### src/rtl/fifo_arb_pkg.sv
// Shared definitions for the FIFO write arbiter.
//   arb_state_e : arbiter FSM states (idle / grant held by one owner)
//   id_width()  : width of an index into n items, never less than one bit
package fifo_arb_pkg;

    typedef enum logic [0:0] {
        StIdle  = 1'b0,
        StGrant = 1'b1
    } arb_state_e;

    function automatic int unsigned id_width(input int unsigned n);
        return (n > 1) ? $clog2(n) : 1;
    endfunction

endpackage

### src/rtl/rr_priority_pick.sv
// Combinational round-robin picker.
// Scans req_i starting at index start_i, wrapping modulo N, and reports the first set bit.
//   req_i   : request vector
//   start_i : index given highest priority (must be < N)
//   gnt_o   : one-hot of the chosen request, zero when none
//   idx_o   : index of the chosen request
//   valid_o : at least one request was set
module rr_priority_pick
    import fifo_arb_pkg::*;
#(
    parameter  int unsigned N  = 4,
    localparam int unsigned IW = id_width(N)
) (
    input  logic [N-1:0]  req_i,
    input  logic [IW-1:0] start_i,
    output logic [N-1:0]  gnt_o,
    output logic [IW-1:0] idx_o,
    output logic          valid_o
);

    int unsigned   pos;
    logic [IW-1:0] pos_idx;

    always_comb begin
        gnt_o   = '0;
        idx_o   = '0;
        valid_o = 1'b0;
        pos     = 0;
        pos_idx = '0;
        for (int unsigned i = 0; i < N; i++) begin
            pos = 32'(start_i) + i;
            if (pos >= N) begin
                pos = pos - N;
            end
            pos_idx = IW'(pos);
            if (!valid_o && req_i[pos_idx]) begin
                valid_o        = 1'b1;
                gnt_o[pos_idx] = 1'b1;
                idx_o          = pos_idx;
            end
        end
    end

endmodule

### src/rtl/fifo_wr_arbiter.sv
// Round-robin arbiter granting NREQ write requesters bursts of up to BURST words into one FIFO.
//   clk, rst_n      : clock, asynchronous active-low reset
//   req_i / data_i  : per-requester request and data (requester k at data_i[k*DW +: DW])
//   ack_o           : word from requester k accepted this cycle
//   grant_o         : registered one-hot owner, zero when idle
//   fifo_full_i     : downstream FIFO full, stalls the current owner
//   fifo_wr_en_o    : FIFO write strobe
//   fifo_wr_data_o  : {owner id, owner data} while granted, zero when idle
//   busy_o          : a grant is held
module fifo_wr_arbiter
    import fifo_arb_pkg::*;
#(
    parameter  int unsigned NREQ  = 4,
    parameter  int unsigned DW    = 8,
    parameter  int unsigned BURST = 4,
    localparam int unsigned IDW   = id_width(NREQ)
) (
    input  logic               clk,
    input  logic               rst_n,
    input  logic [NREQ-1:0]    req_i,
    input  logic [NREQ*DW-1:0] data_i,
    output logic [NREQ-1:0]    ack_o,
    output logic [NREQ-1:0]    grant_o,
    input  logic               fifo_full_i,
    output logic               fifo_wr_en_o,
    output logic [IDW+DW-1:0]  fifo_wr_data_o,
    output logic               busy_o
);

    localparam int unsigned    CW       = id_width(BURST);
    localparam logic [CW-1:0]  CntMax   = CW'(BURST - 1);
    localparam logic [IDW-1:0] LastInit = IDW'(NREQ - 1);

    arb_state_e     state_q, state_d;
    logic [NREQ-1:0] grant_q, grant_d;
    logic [IDW-1:0] owner_q, owner_d;
    logic [IDW-1:0] last_q,  last_d;
    logic [CW-1:0]  cnt_q,   cnt_d;

    logic [DW-1:0]   data_arr [NREQ];
    logic [IDW-1:0]  pick_start;
    logic [NREQ-1:0] pick_gnt;
    logic [IDW-1:0]  pick_idx;
    logic            pick_valid;
    logic            ack_any;
    logic            release_w;

    always_comb begin
        for (int unsigned k = 0; k < NREQ; k++) begin
            data_arr[k] = data_i[k*DW +: DW];
        end
    end

    // last_q tracks the owner of every new grant, so in GRANT it equals the current owner and
    // starting at last_q+1 leaves the current owner eligible last.
    assign pick_start = (last_q == LastInit) ? '0 : last_q + IDW'(1);

    rr_priority_pick #(
        .N (NREQ)
    ) u_pick (
        .req_i   (req_i),
        .start_i (pick_start),
        .gnt_o   (pick_gnt),
        .idx_o   (pick_idx),
        .valid_o (pick_valid)
    );

    // grant_q is cleared asynchronously by reset, which also forces ack low during reset.
    assign ack_o        = grant_q & req_i & {NREQ{~fifo_full_i}};
    assign ack_any      = |ack_o;
    assign fifo_wr_en_o = ack_any;
    assign grant_o      = grant_q;
    assign busy_o       = (state_q == StGrant);

    assign fifo_wr_data_o = busy_o ? {owner_q, data_arr[owner_q]} : '0;

    assign release_w = (state_q == StGrant) &&
                       ((ack_any && (cnt_q == CntMax)) || !req_i[owner_q]);

    always_comb begin
        state_d = state_q;
        grant_d = grant_q;
        owner_d = owner_q;
        last_d  = last_q;
        cnt_d   = cnt_q;
        case (state_q)
            StIdle: begin
                if (pick_valid) begin
                    state_d = StGrant;
                    grant_d = pick_gnt;
                    owner_d = pick_idx;
                    last_d  = pick_idx;
                    cnt_d   = '0;
                end
            end
            StGrant: begin
                if (release_w) begin
                    if (pick_valid) begin
                        // Direct hand-over, no idle bubble.
                        grant_d = pick_gnt;
                        owner_d = pick_idx;
                        last_d  = pick_idx;
                        cnt_d   = '0;
                    end else begin
                        state_d = StIdle;
                        grant_d = '0;
                        cnt_d   = '0;
                    end
                end else if (ack_any) begin
                    cnt_d = cnt_q + CW'(1);
                end
            end
            default: begin
                state_d = StIdle;
                grant_d = '0;
                cnt_d   = '0;
            end
        endcase
    end

    always_ff @(posedge clk or negedge rst_n) begin
        if (!rst_n) begin
            state_q <= StIdle;
            grant_q <= '0;
            owner_q <= '0;
            last_q  <= LastInit;
            cnt_q   <= '0;
        end else begin
            state_q <= state_d;
            grant_q <= grant_d;
            owner_q <= owner_d;
            last_q  <= last_d;
            cnt_q   <= cnt_d;
        end
    end

endmodule

### config.mk
export PLATFORM = sky130hd
export DESIGN_NAME = fifo_wr_arbiter
export DESIGN_NICKNAME = d
export VERILOG_FILES = /design/src/rtl/fifo_arb_pkg.sv /design/src/rtl/rr_priority_pick.sv /design/src/rtl/fifo_wr_arbiter.sv
export SDC_FILE = /design/constraint.sdc
export NUM_CORES = 1
export LEC_CHECK = 0
export CORE_MARGIN = 3
export CORE_UTILIZATION = 35
export CTS_BUF_LIST = sky130_fd_sc_hd__clkbuf_8
export DETAILED_ROUTE_END_ITERATION = 8
export PLACE_DENSITY = 0.72
export REMOVE_ABC_BUFFERS = 1
export SLEW_MARGIN = 10
export SYNTH_ARGS = -nofsm -noshare
export SYNTH_HDL_FRONTEND = slang
export SYNTH_SLANG_ARGS = --single-unit
### constraint.sdc
create_clock -name clk -period 2.5 [get_ports clk]
set_input_delay 0.5 -clock clk [delete_from_list [all_inputs] [get_ports clk]]
set_output_delay 0.5 -clock clk [all_outputs]
set_load 0.05 [all_outputs]
* After elaboration in Yosys (flattened, before gate mapping)
Cells that the tools add are included.
Cells by class: add/subtract/negate cells 9, $lt $le $gt $ge 14, eq/ne operators 5, mux-type cells 56, bitwise operators 8, reductions and logical operators 17
Operator list (count):
- 2-bit 2-to-1 mux | 16
- 4-bit 2-to-1 mux | 7
- 8-bit binary-select mux with 2-bit select | 1
- 8-bit 2-to-1 mux | 2
- 2-bit by 3-bit < comparator with 1-bit output, second input constant | 5
- 1-bit 2-to-1 mux | 15
- 3-bit greater-or-equal comparator, second input constant | 4
- 4-bit OR | 3
- 2-bit one-hot mux with 2 select lines | 3
- 1-bit binary-select mux with 2-bit select | 5
- 10-bit 2-to-1 mux | 1
- 1-bit logical AND | 9
- 4-bit AND | 2
- 1-bit demux with 2-bit select | 4
- 2-bit by 1-bit greater-or-equal comparator with 1-bit output, second input constant | 4
- 4-bit one-hot mux with 2 select lines | 1
- 2-bit by 1-bit subtractor with 2-bit output, second input constant | 4
- 2-bit by 2-bit adder with 3-bit output, second input constant | 2
- 2-bit by 1-bit adder with 2-bit output, second input constant | 2
- 2-bit equality test, second input constant | 2
- 1-bit logical NOT | 4
- 2-bit AND reduction | 2
- 4-bit OR reduction | 1
- 2-bit by 1-bit adder with 3-bit output, second input constant | 1
- 8 further kinds | 9
Word-level totals: register bits after elaboration 11, input port bits 39, logic and storage cells 114

* Depth between registers and ports, before layout
Gate-level depths: netlist (run 1).
depth after elaboration 19, depth in mapped cells 10, depth with buffers taken out 7

* Modules after synthesis
A second synthesis (run 1) with hierarchy kept.
Second synthesis, totals: cells, all modules 112, area total of the unflattened synthesis 1247.4 um2
By module, submodules not included:
- fifo_wr_arbiter | instances 1, cells each 67, area an instance 825.8 um2
- rr_priority_pick | instances 1, cells each 45, area an instance 421.7 um2

* Least setup slack after synthesis (run 1)
Ideal clock, no wire load.
path type register to register, from register grant_q[0], in the netlist grant_o[0], to register cnt_q[1], arrival 2.629 ns, path slack -0.252 ns, stages on the path, launching flop included 7, path buffers 1, clock period less this slack 2.752 ns, cell sequence dfrtp_1 nand2_1 a41oi_1 a21o_1 buf_2 o22ai_1 a32o_1
On the way: longest elaborated chain between the ends 8
RTL lines:
- from (decl) | RTL line fifo_wr_arbiter.sv:35 | logic [NREQ-1:0] grant_q, grant_d;
- from (signal assigned) | RTL line fifo_wr_arbiter.sv:130 | grant_q <= grant_d;
- 4-bit AND (*) (2 in a row) | RTL line fifo_wr_arbiter.sv:69 | assign ack_o = grant_q & req_i & {NREQ{~fifo_full_i}};
- 4-bit OR reduction (*) | RTL line fifo_wr_arbiter.sv:70 | assign ack_any = |ack_o;
- via fifo_wr_en_o | RTL line fifo_wr_arbiter.sv:25 | output logic fifo_wr_en_o,
- 1-bit logical AND | RTL line fifo_wr_arbiter.sv:78 | ((ack_any && (cnt_q == CntMax)) || !req_i[owner_q]);
- 1-bit logical OR | RTL line fifo_wr_arbiter.sv:78
- 1-bit logical AND | RTL line fifo_wr_arbiter.sv:77 | assign release_w = (state_q == StGrant) &&
- 2-bit 2-to-1 mux / 3-bit by 1-bit inequality test with 1-bit output (equally long branches)
- 2-bit one-hot mux with 2 select lines / 2-bit AND reduction (equally long branches)
- to (signal assigned) | RTL line fifo_wr_arbiter.sv:133 | cnt_q <= cnt_d;
- to (decl) | RTL line fifo_wr_arbiter.sv:38 | logic [CW-1:0] cnt_q, cnt_d;
Mark *: on every way through the listed nets, which the timed path passes. The rest lies on a longest branch. A chain may end at the register's enable or synchronous reset.

* Final worst setup path (run 1)
from register last_q[1], to register grant_q[1], in the netlist grant_o[1]
On the way: longest elaborated chain between the ends 19
RTL lines:
- from (decl) | RTL line fifo_wr_arbiter.sv:37 | logic [IDW-1:0] last_q, last_d;
- from (signal assigned) | RTL line fifo_wr_arbiter.sv:126 | last_q <= LastInit;
- from (signal assigned) | RTL line fifo_wr_arbiter.sv:132 | last_q <= last_d;
- 2-bit by 1-bit adder with 2-bit output / 2-bit equality test (equally long branches) | RTL line fifo_wr_arbiter.sv:56 | assign pick_start = (last_q == LastInit) ? '0 : last_q + IDW'(1);
- 2-bit 2-to-1 mux (*) | RTL line fifo_wr_arbiter.sv:56
- branches (longest 17 deep; another with 2-bit by 1-bit adder with 3-bit output)
Mark *: on every way between the ends. The select of a mux whose other input is x is not followed.

==> results of run 1 <==
[state kept, by name, indices dropped and copies added (netlist names)]
| register | flops |
|---|---|
| grant_o | 4 |
| cnt_q | 2 |
| last_q | 2 |
| owner_q | 2 |
| busy_o | 1 |
[final cells by class]
type                    count  area, sq um
inverters                   4         15.0
well taps                  46         57.6
clock buffers               3         41.3
repair buffers             82          788
flip-flops and latches     11          278
clock inverters             1         3.75
multi-input cells         108          956
fillers                   294         1280
[layout by cell type (no fill, tap or decap), drive strengths merged, types with 3 or more instances in the layout]
master | netlist | routed
mux2i | 4 | 4
inv | 4 | 5
buf | 4 | 38
a21oi | 9 | 9
nor3 | 3 | 3
mux4 | 11 | 11
o2bb2ai | 5 | 5
nor2 | 10 | 10
dfrtp | 9 | 9
ha | 7 | 7
clkdlybuf4s50 | 0 | 44
and2 | 10 | 10
clkbuf | 4 | 3
nand2 | 8 | 8
nand3 | 4 | 4
nor2b | 3 | 3
[metrics by stage]
stage,setup slack (ps),setup TNS (ps)
floorplan,-261,-1940
global placement,47.4,0
detailed placement,-39.3,-66.6
CTS,28.8,0
global route,3.59,0
finish,87.2,0
[critical path: cells and delay by family, from the launching register on]
kind                       cells  cell delay [ps]
AOI/OAI and AO/OA              3              600
DFF                            1              560
muxes                          1              540
adders and majority gates      1              310
buffers and inverters          2              280
[per-layer routing]
layer,wire [microns],up-vias,global-route usage
met1,1820,682,0.258
met4,0,0,0
li1,-,670,-
met5,0,-,0
met2,2110,57,0.337
met3,306,0,0.0442
[cells by family after synthesis]
| logic type | count (synthesis) | synth area share |
|---|---|---|
| compound gates | 35 | 0.215 |
| fa+ha+maj | 7 | 0.0688 |
| buf+inv | 12 | 0.0452 |
| flops | 11 | 0.218 |
| mux | 17 | 0.247 |
| simple gates | 49 | 0.206 |
[final timing paths]
kind,start,end,slack [ps],cells after the start
max,last_q[1]$_DFFE_PN1P_,grant_o[1]$_DFFE_PN0P_,90,7
min,cnt_q[0]$_DFFE_PN0P_,cnt_q[0]$_DFFE_PN0P_,510,1
max reg2reg,last_q[1]$_DFFE_PN1P_,grant_o[1]$_DFFE_PN0P_,90,7
min reg2reg,cnt_q[0]$_DFFE_PN0P_,cnt_q[0]$_DFFE_PN0P_,510,1
max in group asynchronous,rst_n,last_q[1]$_DFFE_PN1P_,1550,1
min in group asynchronous,rst_n,grant_o[0]$_DFFE_PN0P_,600,1
[where the power goes]
group,switching (uW),internal [uW],total (uW)
combinational,1350,1060,2420
sequential,79.4,269,349
clock,64.2,108,172
total,1500,1440,2940
==> flow_metrics.tcl, run 1 <==
set metrics [dict create \
    min_period_ps 2410 \
    ys_top_cells_by_count "11 x mux4_2, 10 x and2_1, 10 x nor2_1" \
    clk_pin_slew_ps 50 \
    ys_warn_count 0 \
    fin_skew_ps 3.71 \
    vias 1409 \
    fp.dieW_microns 66.3 \
    utilization 0.626 \
    setup-violations-final 0 \
    dieArea_sq_um 4400 \
    cp_cell_sequence "inv_1, ha_4, mux4_2, buf_4, a32o_1, a221oi_1, o2bb2ai_1" \
    routed_wl_microns 4240 \
    area_delta_synth_final_pct 68.0 \
    final_nets 256 \
    cpMaxStageDelayCell "dfstp_2" \
    cts_tree "done" \
    outcome "finished, final reports clean" \
    post_cts_buffers 0 \
    drv_cap 0 \
    vdd_drop_max_mv 0.819 \
    drv_slew 0 \
    synth_edf_count 0 \
    gp_congestion 0.907 \
    wire_per_inst_microns 16.6 \
    fin_area_sq_um 2140 \
    synthArstFlopShare 1.00 \
    place_inst 251 \
    syn_avg_cell_area_sq_um 9.72 \
    drc 0 \
    grt_pass1_vias 1387 \
    cts_buffer_depth 2 \
    arrival_ps 2520 \
    drt_first_pass_iters 4 \
    start_kind "flop" \
    ctsHoldBuffers 0 \
    synthesis.area_sq_um 1270 \
    ys_ff_latch 11 \
    htree_levels 1 \
    powerDensity_nw_per_um2 1370 \
    worstMarginPinSlew_ps 506 \
    via_per_inst 5.53 \
    core_region_area_sq_um 3420 \
    grt-ovfl-total 0 \
    p_leak_uw 0.000871 \
    cts_resized 0 \
    grt_setup_unrepaired "false" \
    synth_top_area_cell "mux4_2" \
    worstPathRequired_ps 2610 \
    grt_max_degree 12 \
    die_y_microns 66.3 \
    power_uw 2940 \
    synth_cell_type_count 45 \
    clkSinkCount 11 \
    synthMostInstantiatedCell "mux4_2" \
    final-instance-count-excl-fill 255 \
    synth_top_flop_cell "dfrtp_1" \
    antennaDiodeCount 0 \
    dp_hpwl_microns 3450 \
    placement.io_buffers 58 \
    grt.total_usage 0.193 \
    numCtsBuffers 3 \
    start_util 0.373 \
    cts_root_buf "clkbuf_8" \
    hp-class "flop to flop" \
    synthTopCellsByArea "mux4_2 19%, dfrtp_1 18%, ha_1 6.9%" \
    fin_crit_sh 0.965 \
    clk_latency_ps 240 \
    slew_headroom 0.661 \
    path_max_fanout 4 \
    finalHoldViolations 0 \
    drive_above_1_share 0.301 \
    synth_sequential_area_ratio 0.218 \
    critPathKind "flop to flop" \
    critPathMaxStageDelay_ps 560 \
    fin_hold_ws_ps 513 \
    rows 21 \
    placed_area_sq_um 2080 \
    io-pin-count 59 \
    synth_top_area_frac 0.194 \
    max_freq_ghz 0.414 \
    drt-initial-drc-count 46 \
    antenna_found_initial 0 \
    endpoint_kind "flop" \
    drtAntennaViolNets 0 \
    grt_first_pass_wirelength_microns 6710 \
    syn_inst 131 \
]
(Power assumes the default switching activity.)
==> run 2, diff against run 1 <==
Settings changed: PLACE_DENSITY 0.72 to 0.69.
==> run 2 against run 1 <==
Final area shrank 3.6%; maximum frequency up 0.11%; flip-flop and latch count did not move; highest routed layer unchanged; critical endpoint unchanged; clock power is essentially flat; register-to-register slack is essentially flat; routed wire length shrank 4.8%.
==> flow_metrics.tcl, run 2 (synthesis results as in run 1) <==
set metrics [dict create \
    outcome "finished, final reports clean" \
    layout_common_cells "44 x clkdlybuf4s50_1, 24 x buf_4, 11 x mux4_2, 10 x and2_1, 10 x nor2_1" \
    powerDensity_nw_per_um2 1380 \
    ff2ff_setup_slack_ps 90 \
    cpMaxStageDelayCell "mux4_2" \
    largest_register_ffs 4 \
    via_per_inst 5.50 \
    final_nets 247 \
    routed_wl_microns 4030 \
    cts_root_buf "clkbuf_8" \
    grt.total_usage 0.190 \
    r2r_start "last_q[0]$_DFFE_PN1P_" \
    grt_max_degree 15 \
    worstMarginPinSlew_ps 524 \
    drc 0 \
    antenna_found_initial 0 \
    rows 21 \
    wire_per_inst_microns 16.4 \
    holdPathEnd "cnt_q[1]$_DFFE_PN0P_" \
    start_kind "flop" \
    placement.io_buffers 58 \
    drt-initial-drc-count 46 \
    crit_buf_inv 1 \
    dp_hpwl_microns 3340 \
    vdd_drop_max_mv 0.480 \
    cts_tree "done" \
    mostFrequentLayoutCell "clkdlybuf4s50_1" \
    io-pin-count 59 \
    core_region_area_sq_um 3420 \
    critPathKind "flop to flop" \
    critPathMaxStageDelay_ps 600 \
    vias 1352 \
    fin_area_sq_um 2060 \
    fin_skew_ps 3.29 \
    clkSinkCount 11 \
    finalHoldViolations 0 \
    placed_area_sq_um 2010 \
    p_leak_uw 0.000829 \
    fin_crit_sh 0.964 \
    cp_top_family "compound AO/OA/AOI/OAI gates" \
    path_max_fanout 5 \
    grt_setup_unrepaired "false" \
    hp-class "flop to flop" \
    drive_above_1_share 0.265 \
    drv_slew 0 \
    grt-ovfl-total 0 \
    htree_levels 1 \
    hp-start "cnt_q[1]$_DFFE_PN0P_" \
    clk_latency_ps 230 \
    max_freq_ghz 0.415 \
    power_uw 2840 \
    whs_path_depth 1 \
    drt_first_pass_iters 4 \
    min_period_ps 2410 \
    grt_pass1_vias 1327 \
    endpoint_kind "flop" \
    numCtsBuffers 3 \
    ctsHoldBuffers 0 \
    drv_cap 0 \
    fp.dieW_microns 66.3 \
    clk_pin_slew_ps 50 \
    gp_congestion 0.821 \
    antennaDiodeCount 0 \
    dieArea_sq_um 4400 \
    cts_buffer_depth 2 \
    start_util 0.373 \
    worstPathRequired_ps 2610 \
    area_delta_synth_final_pct 62.0 \
    die_y_microns 66.3 \
    cp_cell_sequence "inv_1, ha_1, mux4_2, a32o_1, a221oi_1, o2bb2ai_1" \
    slew_headroom 0.649 \
    ff2ff_path_depth 6 \
    setup-violations-final 0 \
    drtAntennaViolNets 0 \
    grt_first_pass_wirelength_microns 6420 \
    arrival_ps 2520 \
    r2r_end "grant_o[1]$_DFFE_PN0P_" \
    final.fill_count 286 \
]
run 2: how the worst max path moves through the flow:
stage          slack (ps)  depth (start not counted)                   start                      to
2_1_floorplan        -260                          5  grant_o[0]$_DFFE_PN0P_    cnt_q[1]$_DFFE_PN0P_
3_3_place_gp            2                          6                req_i[0]  owner_q[1]$_DFFE_PN0P_
3_5_place_dp          -30                          6                req_i[1]  grant_o[0]$_DFFE_PN0P_
4_1_cts                50                          6   last_q[0]$_DFFE_PN1P_  owner_q[0]$_DFFE_PN0P_
5_1_grt                10                          7   last_q[1]$_DFFE_PN1P_  grant_o[0]$_DFFE_PN0P_
6_report               90                          6   last_q[0]$_DFFE_PN1P_  grant_o[1]$_DFFE_PN0P_
run 2: metrics by stage:
step / instances / TNS (ps) / setup WS, ps / util / hold WS (ps)
2_1_floorplan: 123 / -1940 / -261 / - / 204
3_3_place_gp: 242 / 0 / 1.68 / 0.588 / 484
3_5_place_dp: 242 / -86.6 / -28.8 / 0.588 / 504
4_1_cts: 246 / 0 / 47.8 / 0.601 / 515
5_1_grt: 246 / 0 / 14.4 / 0.604 / 535
6_report: 246 / 0 / 89.9 / 0.604 / 507
run 2: where the power goes:
group | switching, uW | internal, uW | total (uW)
clock | 65.3 | 108 | 173
combinational | 1330 | 986 | 2320
sequential | 81.4 | 270 | 351
total | 1480 | 1360 | 2840
run 2: layer usage:
metal / global-route usage / vias up / wire length [microns]
li1: - / 649 / -
met1: 0.277 / 665 / 1770
met2: 0.295 / 38 / 1990
met3: 0.0425 / 0 / 265
met4: 0.0228 / 0 / 0
met5: 0 / - / 0
run 2: final cells by class:
cell class	count	area, sq um	area share
well taps	46	57.6	0.0279
repair buffers	73	721	0.349
clock buffers	3	41.3	0.0200
inverters	4	15.0	0.00728
flip-flops and latches	11	278	0.135
clock inverters	1	3.75	0.00182
multi-input cells	108	947	0.459
run 2: timing repair:
action                                  4_1_cts  5_1_grt
resized for setup                             0        4
buffers inserted                              0        0
endpoints found under the setup margin        0        6
